==> config.mk <==
export PLATFORM = sky130hd
export DESIGN_NAME = adaptive_filter_out_framer
export DESIGN_NICKNAME = d
export VERILOG_FILES = /design/src/rtl/adaptive_filter_pkg.sv /design/src/rtl/sync_fifo.sv /design/src/rtl/adaptive_filter_out_framer.sv
export SDC_FILE = /design/constraint.sdc
export NUM_CORES = 1
export LEC_CHECK = 0
export ABC_AREA = 1
export BUFFER_PORTS_ARGS = -buffer_cell sky130_fd_sc_hd__buf_2
export CAP_MARGIN = 5
export CORE_MARGIN = 5
export CORE_UTILIZATION = 61
export CTS_CLUSTER_SIZE = 10
export DETAILED_ROUTE_END_ITERATION = 10
export PLACE_DENSITY = 0.79
export SETUP_SLACK_MARGIN = 0.15
export SYNTH_ARGS = -nofsm -noshare
export SYNTH_HDL_FRONTEND = slang
export SYNTH_HIERARCHICAL = 1
export SYNTH_SLANG_ARGS = --single-unit
==> constraint.sdc <==
create_clock -name clk -period 4.3 [get_ports clk]
set_input_delay 0.645 -clock clk [delete_from_list [all_inputs] [get_ports clk]]
set_output_delay 0.645 -clock clk [all_outputs]
set_load 0.02 [all_outputs]
==> src/rtl/adaptive_filter_pkg.sv <==
// Shared sample and framer entry types for the adaptive filter datapath.
// Sample format is signed Q(WORDLENGTH-FRACTIONAL_LENGTH).FRACTIONAL_LENGTH.
package adaptive_filter_pkg;

  localparam int WORDLENGTH        = 14;
  localparam int FRACTIONAL_LENGTH = 6;

  typedef logic signed [WORDLENGTH-1:0] filter_sample_t;

  typedef struct packed {
    logic           tuser;
    filter_sample_t data;
  } framer_entry_t;

endpackage

==> src/rtl/sync_fifo.sv <==
// Synchronous FIFO with the head read straight from the storage flops,
// so data written at one edge is visible right after it.
module sync_fifo #(
  parameter int WIDTH = 8,
  parameter int DEPTH = 16
) (
  input  logic                     clk,
  input  logic                     srst,
  input  logic                     wr_en,
  input  logic [WIDTH-1:0]         wr_data,
  input  logic                     rd_en,
  output logic [WIDTH-1:0]         rd_data,
  output logic                     full,
  output logic                     empty,
  output logic [$clog2(DEPTH):0]   count
);

  localparam int AW = $clog2(DEPTH);

  logic [AW:0]      wr_ptr_q, wr_ptr_d;
  logic [AW:0]      rd_ptr_q, rd_ptr_d;
  logic [WIDTH-1:0] mem_q [DEPTH];
  logic [WIDTH-1:0] mem_d [DEPTH];
  logic             do_wr, do_rd;

  // Extra pointer MSB separates full from empty when low bits match
  assign empty = (wr_ptr_q == rd_ptr_q);
  assign full  = (wr_ptr_q[AW] != rd_ptr_q[AW]) &&
                 (wr_ptr_q[AW-1:0] == rd_ptr_q[AW-1:0]);
  assign count   = wr_ptr_q - rd_ptr_q;
  assign rd_data = mem_q[rd_ptr_q[AW-1:0]];

  always_comb begin
    do_rd    = rd_en && !empty;
    do_wr    = wr_en && (!full || do_rd);
    wr_ptr_d = wr_ptr_q;
    rd_ptr_d = rd_ptr_q;
    mem_d    = mem_q;
    if (do_wr) begin
      mem_d[wr_ptr_q[AW-1:0]] = wr_data;
      wr_ptr_d = wr_ptr_q + (AW+1)'(1);
    end
    if (do_rd) begin
      rd_ptr_d = rd_ptr_q + (AW+1)'(1);
    end
  end

  always_ff @(posedge clk) begin
    if (srst) begin
      wr_ptr_q <= '0;
      rd_ptr_q <= '0;
    end else begin
      wr_ptr_q <= wr_ptr_d;
      rd_ptr_q <= rd_ptr_d;
    end
  end

  always_ff @(posedge clk) begin
    mem_q <= mem_d;
  end

endmodule

==> src/rtl/adaptive_filter_out_framer.sv <==
// Buffers the non-stallable filter stream and re-emits it as AXI-Stream
// with tlast framing, tuser discontinuity marks and drop accounting.
module adaptive_filter_out_framer #(
  parameter int WORDLENGTH        = 14,
  parameter int FRACTIONAL_LENGTH = 6,
  parameter int FIFO_DEPTH        = 16,
  parameter int FRAME_LEN         = 128,
  parameter int DROP_CNT_W        = 16
) (
  input  logic                          clk,
  input  logic                          srst,
  input  logic [WORDLENGTH-1:0]         s_tdata,
  input  logic                          s_tvalid,
  output logic [WORDLENGTH-1:0]         m_tdata,
  output logic                          m_tvalid,
  input  logic                          m_tready,
  output logic                          m_tlast,
  output logic                          m_tuser,
  output logic [$clog2(FIFO_DEPTH):0]   fill_level,
  output logic                          overflow,
  output logic [DROP_CNT_W-1:0]         drop_cnt
);

  import adaptive_filter_pkg::*;

  localparam int FCW = $clog2(FRAME_LEN);
  localparam int EW  = $bits(framer_entry_t);

  framer_entry_t           wr_entry, rd_entry;
  logic                    fifo_full, fifo_empty;
  logic                    pop, wr_en, drop, frame_end;
  logic                    drop_pending_q, drop_pending_d;
  logic                    overflow_q, overflow_d;
  logic [DROP_CNT_W-1:0]   drop_cnt_q, drop_cnt_d;
  logic [FCW-1:0]          frame_cnt_q, frame_cnt_d;

  // Fixed-point format is metadata only; data passes through bit-exact
  logic unused_fmt;
  assign unused_fmt = (FRACTIONAL_LENGTH > 0);

  sync_fifo #(
    .WIDTH (EW),
    .DEPTH (FIFO_DEPTH)
  ) u_fifo (
    .clk     (clk),
    .srst    (srst),
    .wr_en   (wr_en),
    .wr_data (wr_entry),
    .rd_en   (pop),
    .rd_data (rd_entry),
    .full    (fifo_full),
    .empty   (fifo_empty),
    .count   (fill_level)
  );

  always_comb begin
    pop            = !fifo_empty && m_tready;
    wr_en          = s_tvalid && (!fifo_full || pop);
    drop           = s_tvalid && !wr_en;
    frame_end      = (frame_cnt_q == FCW'(FRAME_LEN-1));
    wr_entry.tuser = drop_pending_q;
    wr_entry.data  = filter_sample_t'(s_tdata);

    drop_pending_d = drop_pending_q;
    if (drop) begin
      drop_pending_d = 1'b1;
    end else if (wr_en) begin
      drop_pending_d = 1'b0;
    end

    overflow_d = overflow_q | drop;
    drop_cnt_d = drop_cnt_q;
    if (drop && (drop_cnt_q != '1)) begin
      drop_cnt_d = drop_cnt_q + DROP_CNT_W'(1);
    end

    frame_cnt_d = frame_cnt_q;
    if (pop) begin
      frame_cnt_d = frame_end ? '0 : frame_cnt_q + FCW'(1);
    end
  end

  always_ff @(posedge clk) begin
    if (srst) begin
      drop_pending_q <= 1'b0;
      overflow_q     <= 1'b0;
      drop_cnt_q     <= '0;
      frame_cnt_q    <= '0;
    end else begin
      drop_pending_q <= drop_pending_d;
      overflow_q     <= overflow_d;
      drop_cnt_q     <= drop_cnt_d;
      frame_cnt_q    <= frame_cnt_d;
    end
  end

  assign m_tvalid = !fifo_empty;
  assign m_tdata  = m_tvalid ? rd_entry.data : '0;
  assign m_tuser  = m_tvalid && rd_entry.tuser;
  assign m_tlast  = m_tvalid && frame_end;
  assign overflow = overflow_q;
  assign drop_cnt = drop_cnt_q;

endmodule

### Word level (Yosys, flattened, before mapping)

Index checks and enable logic that the tools add are counted.

* register bits after elaboration: 275
* bits of input ports: 18
* output and inout bits: 39
* word-level logic and storage cells: 64

* $add $sub $neg: 5
* magnitude comparators: 3
* eq/ne operators: 5
* muxes and demuxes: 10
* bitwise gates (word level): 3
* reduce and logical (&&, ||, !) cells: 16

Operators with widths (number)
* 240-bit bitwise mux: 1
* 15-bit binary-select mux with 4-bit select: 1
* 15-bit demux with 4-bit select: 1
* 15-bit 2-to-1 mux: 3
* 16-bit by 1-bit adder with 16-bit output, second input constant: 1
* 16-bit inequality test, second input constant: 1
* 14-bit 2-to-1 mux: 1
* 5-bit by 1-bit adder with 5-bit output, second input constant: 2
* 5-bit greater-or-equal comparator, second input constant: 2
* 1-bit logical AND: 10
* 4-bit NOT with 5-bit output: 2
* 7-bit by 1-bit adder with 7-bit output, second input constant: 1
* 7-bit equality test, second input constant: 1
* 7-bit 2-to-1 mux: 1
* 5-bit equality test: 1
* 5-bit by 1-bit less-than comparator with 1-bit output, second input constant: 1
* 5-bit subtractor: 1
* 4-bit equality test: 1
* 1-bit logical NOT: 3
* 1-bit logical OR: 2
* 1-bit 2-to-1 mux: 2
* 2-bit nonzero test: 1
* 1-bit inequality test: 1
* 1-bit bitwise OR: 1

### Logic depth before layout (Yosys ltp)

* depth in word-level cells: 8
* gate-level depth with buffers: 18
* depth with buffers taken out: 15

### Cells and area by module

Netlist, hierarchy kept.

Modules (own cells, without submodules)
* sync_fifo: instances 1, cells an instance 994, area each 10682.7 µm², seq. area each 7407.1 µm²
* adaptive_filter_out_framer: instances 1, cells an instance 226, area each 1433.9 µm², seq. area each 500.5 µm²

### Worst setup path after synthesis

No wires, ideal clock.

* path kind: register to register
* start point: register u_fifo.rd_ptr_q[2]
* end point: register u_fifo/mem_q[120] (netlist name), enable pin
* library setup time: 0.386 ns
* arrival time: 3.040 ns
* data required time: 3.914 ns
* setup slack: 0.873 ns
* cell stages (with the launch flop): 16
* buffers on the path: 2
* period minus slack after synthesis: 3.427 ns
* cells stage by stage: dfxtp_1 inv_1 clkbuf_1 ha_1 nand2_1 nor2_2 nand2_1 inv_1 buf_4 inv_4 nand2_4 a21oi_1 nand2_2 inv_2 nand2_1 nor2_1

* word-level cells in the longest chain between the ends: 6
* elaborated cells on any way between the ends: 11
* those cells by class: 2 x eq/ne; 9 x reduce/logical

Ends and longest elaborated chain
* start, declared: line sync_fifo.sv:21 `logic [AW:0] rd_ptr_q, rd_ptr_d;`
* start signal, assigned: line sync_fifo.sv:54 `rd_ptr_q <= rd_ptr_d;`
* 5-bit equality test: line sync_fifo.sv:27 `assign empty = (wr_ptr_q == rd_ptr_q);`
* via fifo_empty: line adaptive_filter_out_framer.sv:30 `logic fifo_full, fifo_empty;`
* 1-bit logical NOT
* via m_tvalid: line adaptive_filter_out_framer.sv:15 `output logic m_tvalid,`
* 1-bit logical AND: line adaptive_filter_out_framer.sv:57 `pop = !fifo_empty && m_tready;`
* 1-bit logical OR: line adaptive_filter_out_framer.sv:58 `wr_en = s_tvalid && (!fifo_full || pop);`
* 1-bit logical AND: line adaptive_filter_out_framer.sv:58
* via wr_en: line adaptive_filter_out_framer.sv:31 `logic pop, wr_en, drop, frame_end;`
* 1-bit logical AND: line sync_fifo.sv:35 `do_wr = wr_en && (!full || do_rd);`
* end signal, assigned: line sync_fifo.sv:59 `mem_q <= mem_d;`
* end, declared: line sync_fifo.sv:22 `logic [WIDTH-1:0] mem_q [DEPTH];`

The timed path passes the listed nets, and every way through them passes these cells.
A chain may end at the register's enable or synchronous reset.

==> flow_metrics.py <==
metrics = {
    "cts": {
        "clockRootBuffer": "clkbuf_16",
        "numCtsBuffers": 31,
        "htreeDepth": 1,
        "post_cts_resize_count": 0,
        "cts_tree": "yes",
        "cts_hold_buf": 0,
        "cts_max_path_buffers": 3,
        "clock_latency_ns": 0.56,
        "cts_num_sinks": 275,
        "post-cts-setup-buffers": 0,
        "clkTransAtPathRegs_ns": 0.06,
    },
    "layout": {
        "drive_gt1_share_pct": 11.2,
        "multi_input_area_um2": 3510,
        "stdcell_count": 1563,
        "nFillCells": 1457,
        "area_growth_pct": 11.1,
        "ff_latch_area_um2": 7910,
        "fin_area_um2": 13500,
        "final_common_cell": "nand2_1",
        "layout_common_cells": "nand2_1, edfxtp_1, nor2_1, inv_1, nand3_1",
        "fin_nets": 1317,
        "diodes": 0,
    },
    "critical_path": {
        "ff2ff_path_depth": 13,
        "cpMostUsedCell": "nand2_1",
        "cpLargestDelayFamily": "buffers and inverters",
        "worstPathMaxFanout": 109,
        "ff2ff_setup_slack_ns": 0.63,
        "cp_slowest_cell": "inv_4",
        "critPathBufInv": 5,
        "critPathCaptureType": "output pin",
        "r2r-start": "u_fifo/rd_ptr_q[0]",
        "cp.arrival_ns": 3.14,
        "worstSetupPathType": "reg2out",
        "slowest_delay_ns": 0.85,
        "start_kind": "flip-flop",
        "path_cells": "inv_4 > buf_4 > nand2_1 > nand2_1 > nand2_1 > o21ai_1 > nand2_1 > nand2_1 > inv_1 > nand2_1 > inv_1 > nor2_1 > buf_2",
        "cp.required_ns": 3.65,
        "r2r-end": "u_fifo/mem_q[181]",
    },
    "floorplan": {
        "die_h_um": 151,
        "initial_core_util_pct": 62.1,
        "dieArea_um2": 22800,
        "core_area_um2": 19500,
        "die_w_um": 151,
        "ios": 57,
        "rows": 51,
    },
    "run": {
        "cap_violations": 0,
    },
    "hold_path": {
        "hold_end": "drop_pending_q",
        "hp-class": "in2reg",
        "hold_depth": 3,
        "hold_start": "s_tvalid",
    },
    "routing": {
        "viasPerCell": 5.56,
        "wl_met1_mm": 11.4,
        "highest_layer": "met4",
        "drc": 0,
        "wl_met3_mm": 1.73,
        "routedWlPerCell_um": 17.5,
        "drtAntennaViolNets": 0,
        "drtIter0Drc": 783,
        "wirelength_mm": 27.3,
        "wl_met2_mm": 13.6,
        "drt_pass1_iterations": 5,
        "vias": 8687,
    },
    "timing": {
        "finalCriticalPeriod_ns": 3.79,
        "worstMarginPinSlew_ns": 1.06,
        "drv_slew": 0,
        "finalSetupTns_ns": 0,
        "clock_skew_ns": 0.0139,
        "slew_headroom_pct": 29.1,
        "setup_viol": 0,
        "fin_crit_sh_pct": 88.1,
        "grt_setup_unrepaired": "no",
        "finalHoldViolations": 0,
        "fmax_mhz": 264,
    },
    "power_and_ir_drop": {
        "swShare_pct": 27.1,
        "peakVddDrop_mv": 0.318,
        "clkPwrFrac_pct": 36.2,
        "power_density_nw_per_um2": 462,
        "p_leak_nw": 5.33,
        "switchingPower_mw": 1.69,
        "seqPwrFrac_pct": 48.1,
        "p_int_mw": 4.53,
        "p_comb_share_pct": 15.8,
    },
    "placement": {
        "dpl-instance-area_um2": 12600,
        "dp_cells": 1519,
        "place.port_buffers": 56,
        "gp_congestion": 0.862,
        "hpwl_mm": 16.8,
    },
    "global_route": {
        "grt_pass1_vias": 8228,
        "grt_use_total_pct": 24.3,
        "grt_pass1_wl_mm": 43.2,
        "grt_overflow": 0,
        "grt_start_max_net_pins": 110,
        "antenna_found_initial": 0,
    },
    "yosys": {
        "yosysUniqueCellTypes": 36,
        "synth_area_um2": 12100,
        "synth_flop_cell": "edfxtp_1",
        "netlist_instances": 1220,
        "ys_async_sr_fraction_pct": 0,
        "ys_seq_area_share_pct": 65.3,
        "syn_avg_cell_area_um2": 9.93,
        "synth_nets": 1250,
        "synth_warnings": 6,
        "synth-seq-cells": 275,
        "synth-edff-count": 240,
    },
    "outcome": {
        "status": "completed",
    },
}
-- cells by family after synthesis --
family,Yosys count,synth area share [%]
compound gates,113,4.79
xor+xnor,8,0.578
fa+ha+maj,12,1.30
buf+inv,145,5.74
flops,275,65.3
simple gates,667,22.3
-- metal layers --
layer | track usage (%) | up-vias
li1 | - | 4152
met1 | 32.9 | 4154
met2 | 41.9 | 319
met3 | 2.93 | 62
met4 | 6.94 | 0
met5 | 0 | -
-- sequential cells by signal (all words and copies together), names as in the netlist --
name             flops
u_fifo/rd_ptr_q      5
frame_cnt_q          7
overflow             1
drop_cnt            16
u_fifo/wr_ptr_q      5
drop_pending_q       1
u_fifo/mem_q       240
-- layout make-up --
class                      instances  area share, %
inverter                          93           2.63
timing repair buffer              86           3.76
clock inverter                     2          0.186
multi-input combinational        800           26.1
tap                              265           2.46
sequential                       275           58.8
clock buffer                      42           6.07
-- worst max path at each step --
stage	startpoint	to	slack, ns	depth (start not counted)
finish	u_fifo/rd_ptr_q[0]	m_tdata[1]	0.51	13
detailed placement	u_fifo/rd_ptr_q[0]	u_fifo/mem_q[183]	0.73	13
CTS	u_fifo/rd_ptr_q[0]	m_tdata[1]	0.47	13
floorplan	u_fifo/rd_ptr_q[2]	u_fifo/mem_q[120]	0.87	15
global placement	u_fifo/rd_ptr_q[0]	u_fifo/mem_q[183]	0.79	13
global route	u_fifo/rd_ptr_q[0]	m_tdata[1]	0.27	13
-- stage by stage --
step | hold WS [ns] | total power, mW | setup WS, ns | util [%]
final | 0.454 | 6.21 | 0.514 | 68.9
after global routing | 0.447 | 6.47 | 0.265 | 68.9
after CTS | 0.434 | 6.24 | 0.473 | 68.9
after detailed placement | 0.448 | 4.02 | 0.728 | 64.6
after global placement | 0.446 | 3.99 | 0.794 | 64.6
after floorplan | 0.447 | 3.76 | 0.873 | -
-- cell usage after synthesis (2+ instances only) --
library cell	count	area [um2]
edfxtp_1	240	7210
o21ai_0	63	315
nor2_1	185	694
buf_6	12	135
inv_1	86	323
dfxtp_1	35	701
buf_2	14	70.1
nor2_2	6	37.5
nand4_1	7	43.8
inv_2	4	15.0
inv_4	2	12.5
o21bai_1	2	15.0
nor3_1	3	15.0
xor2_1	6	52.6
nand3b_1	2	15.0
xnor2_1	2	17.5
clkbuf_1	9	33.8
nand2_2	7	43.8
buf_4	10	75.1
nand2_1	367	1380
nand3_1	85	425
o21ai_1	21	105
buf_1	6	22.5
a21oi_1	24	120
ha_1	11	138
-- tightest hold or removal path: stages --
cell and delay [ns]:
buf_2 0.13, o21ai_0 0.08, nor2_1 0.11
-- power by group through the flow --
stage,registers [mW],logic (mW),clock network [mW]
finish,2.99,0.979,2.25
global route,2.99,1.09,2.39
CTS,2.99,0.983,2.27
detailed placement,3.04,0.974,0
global placement,3.04,0.951,0
floorplan,3.01,0.756,0
Power figures use the tool's default switching activity.
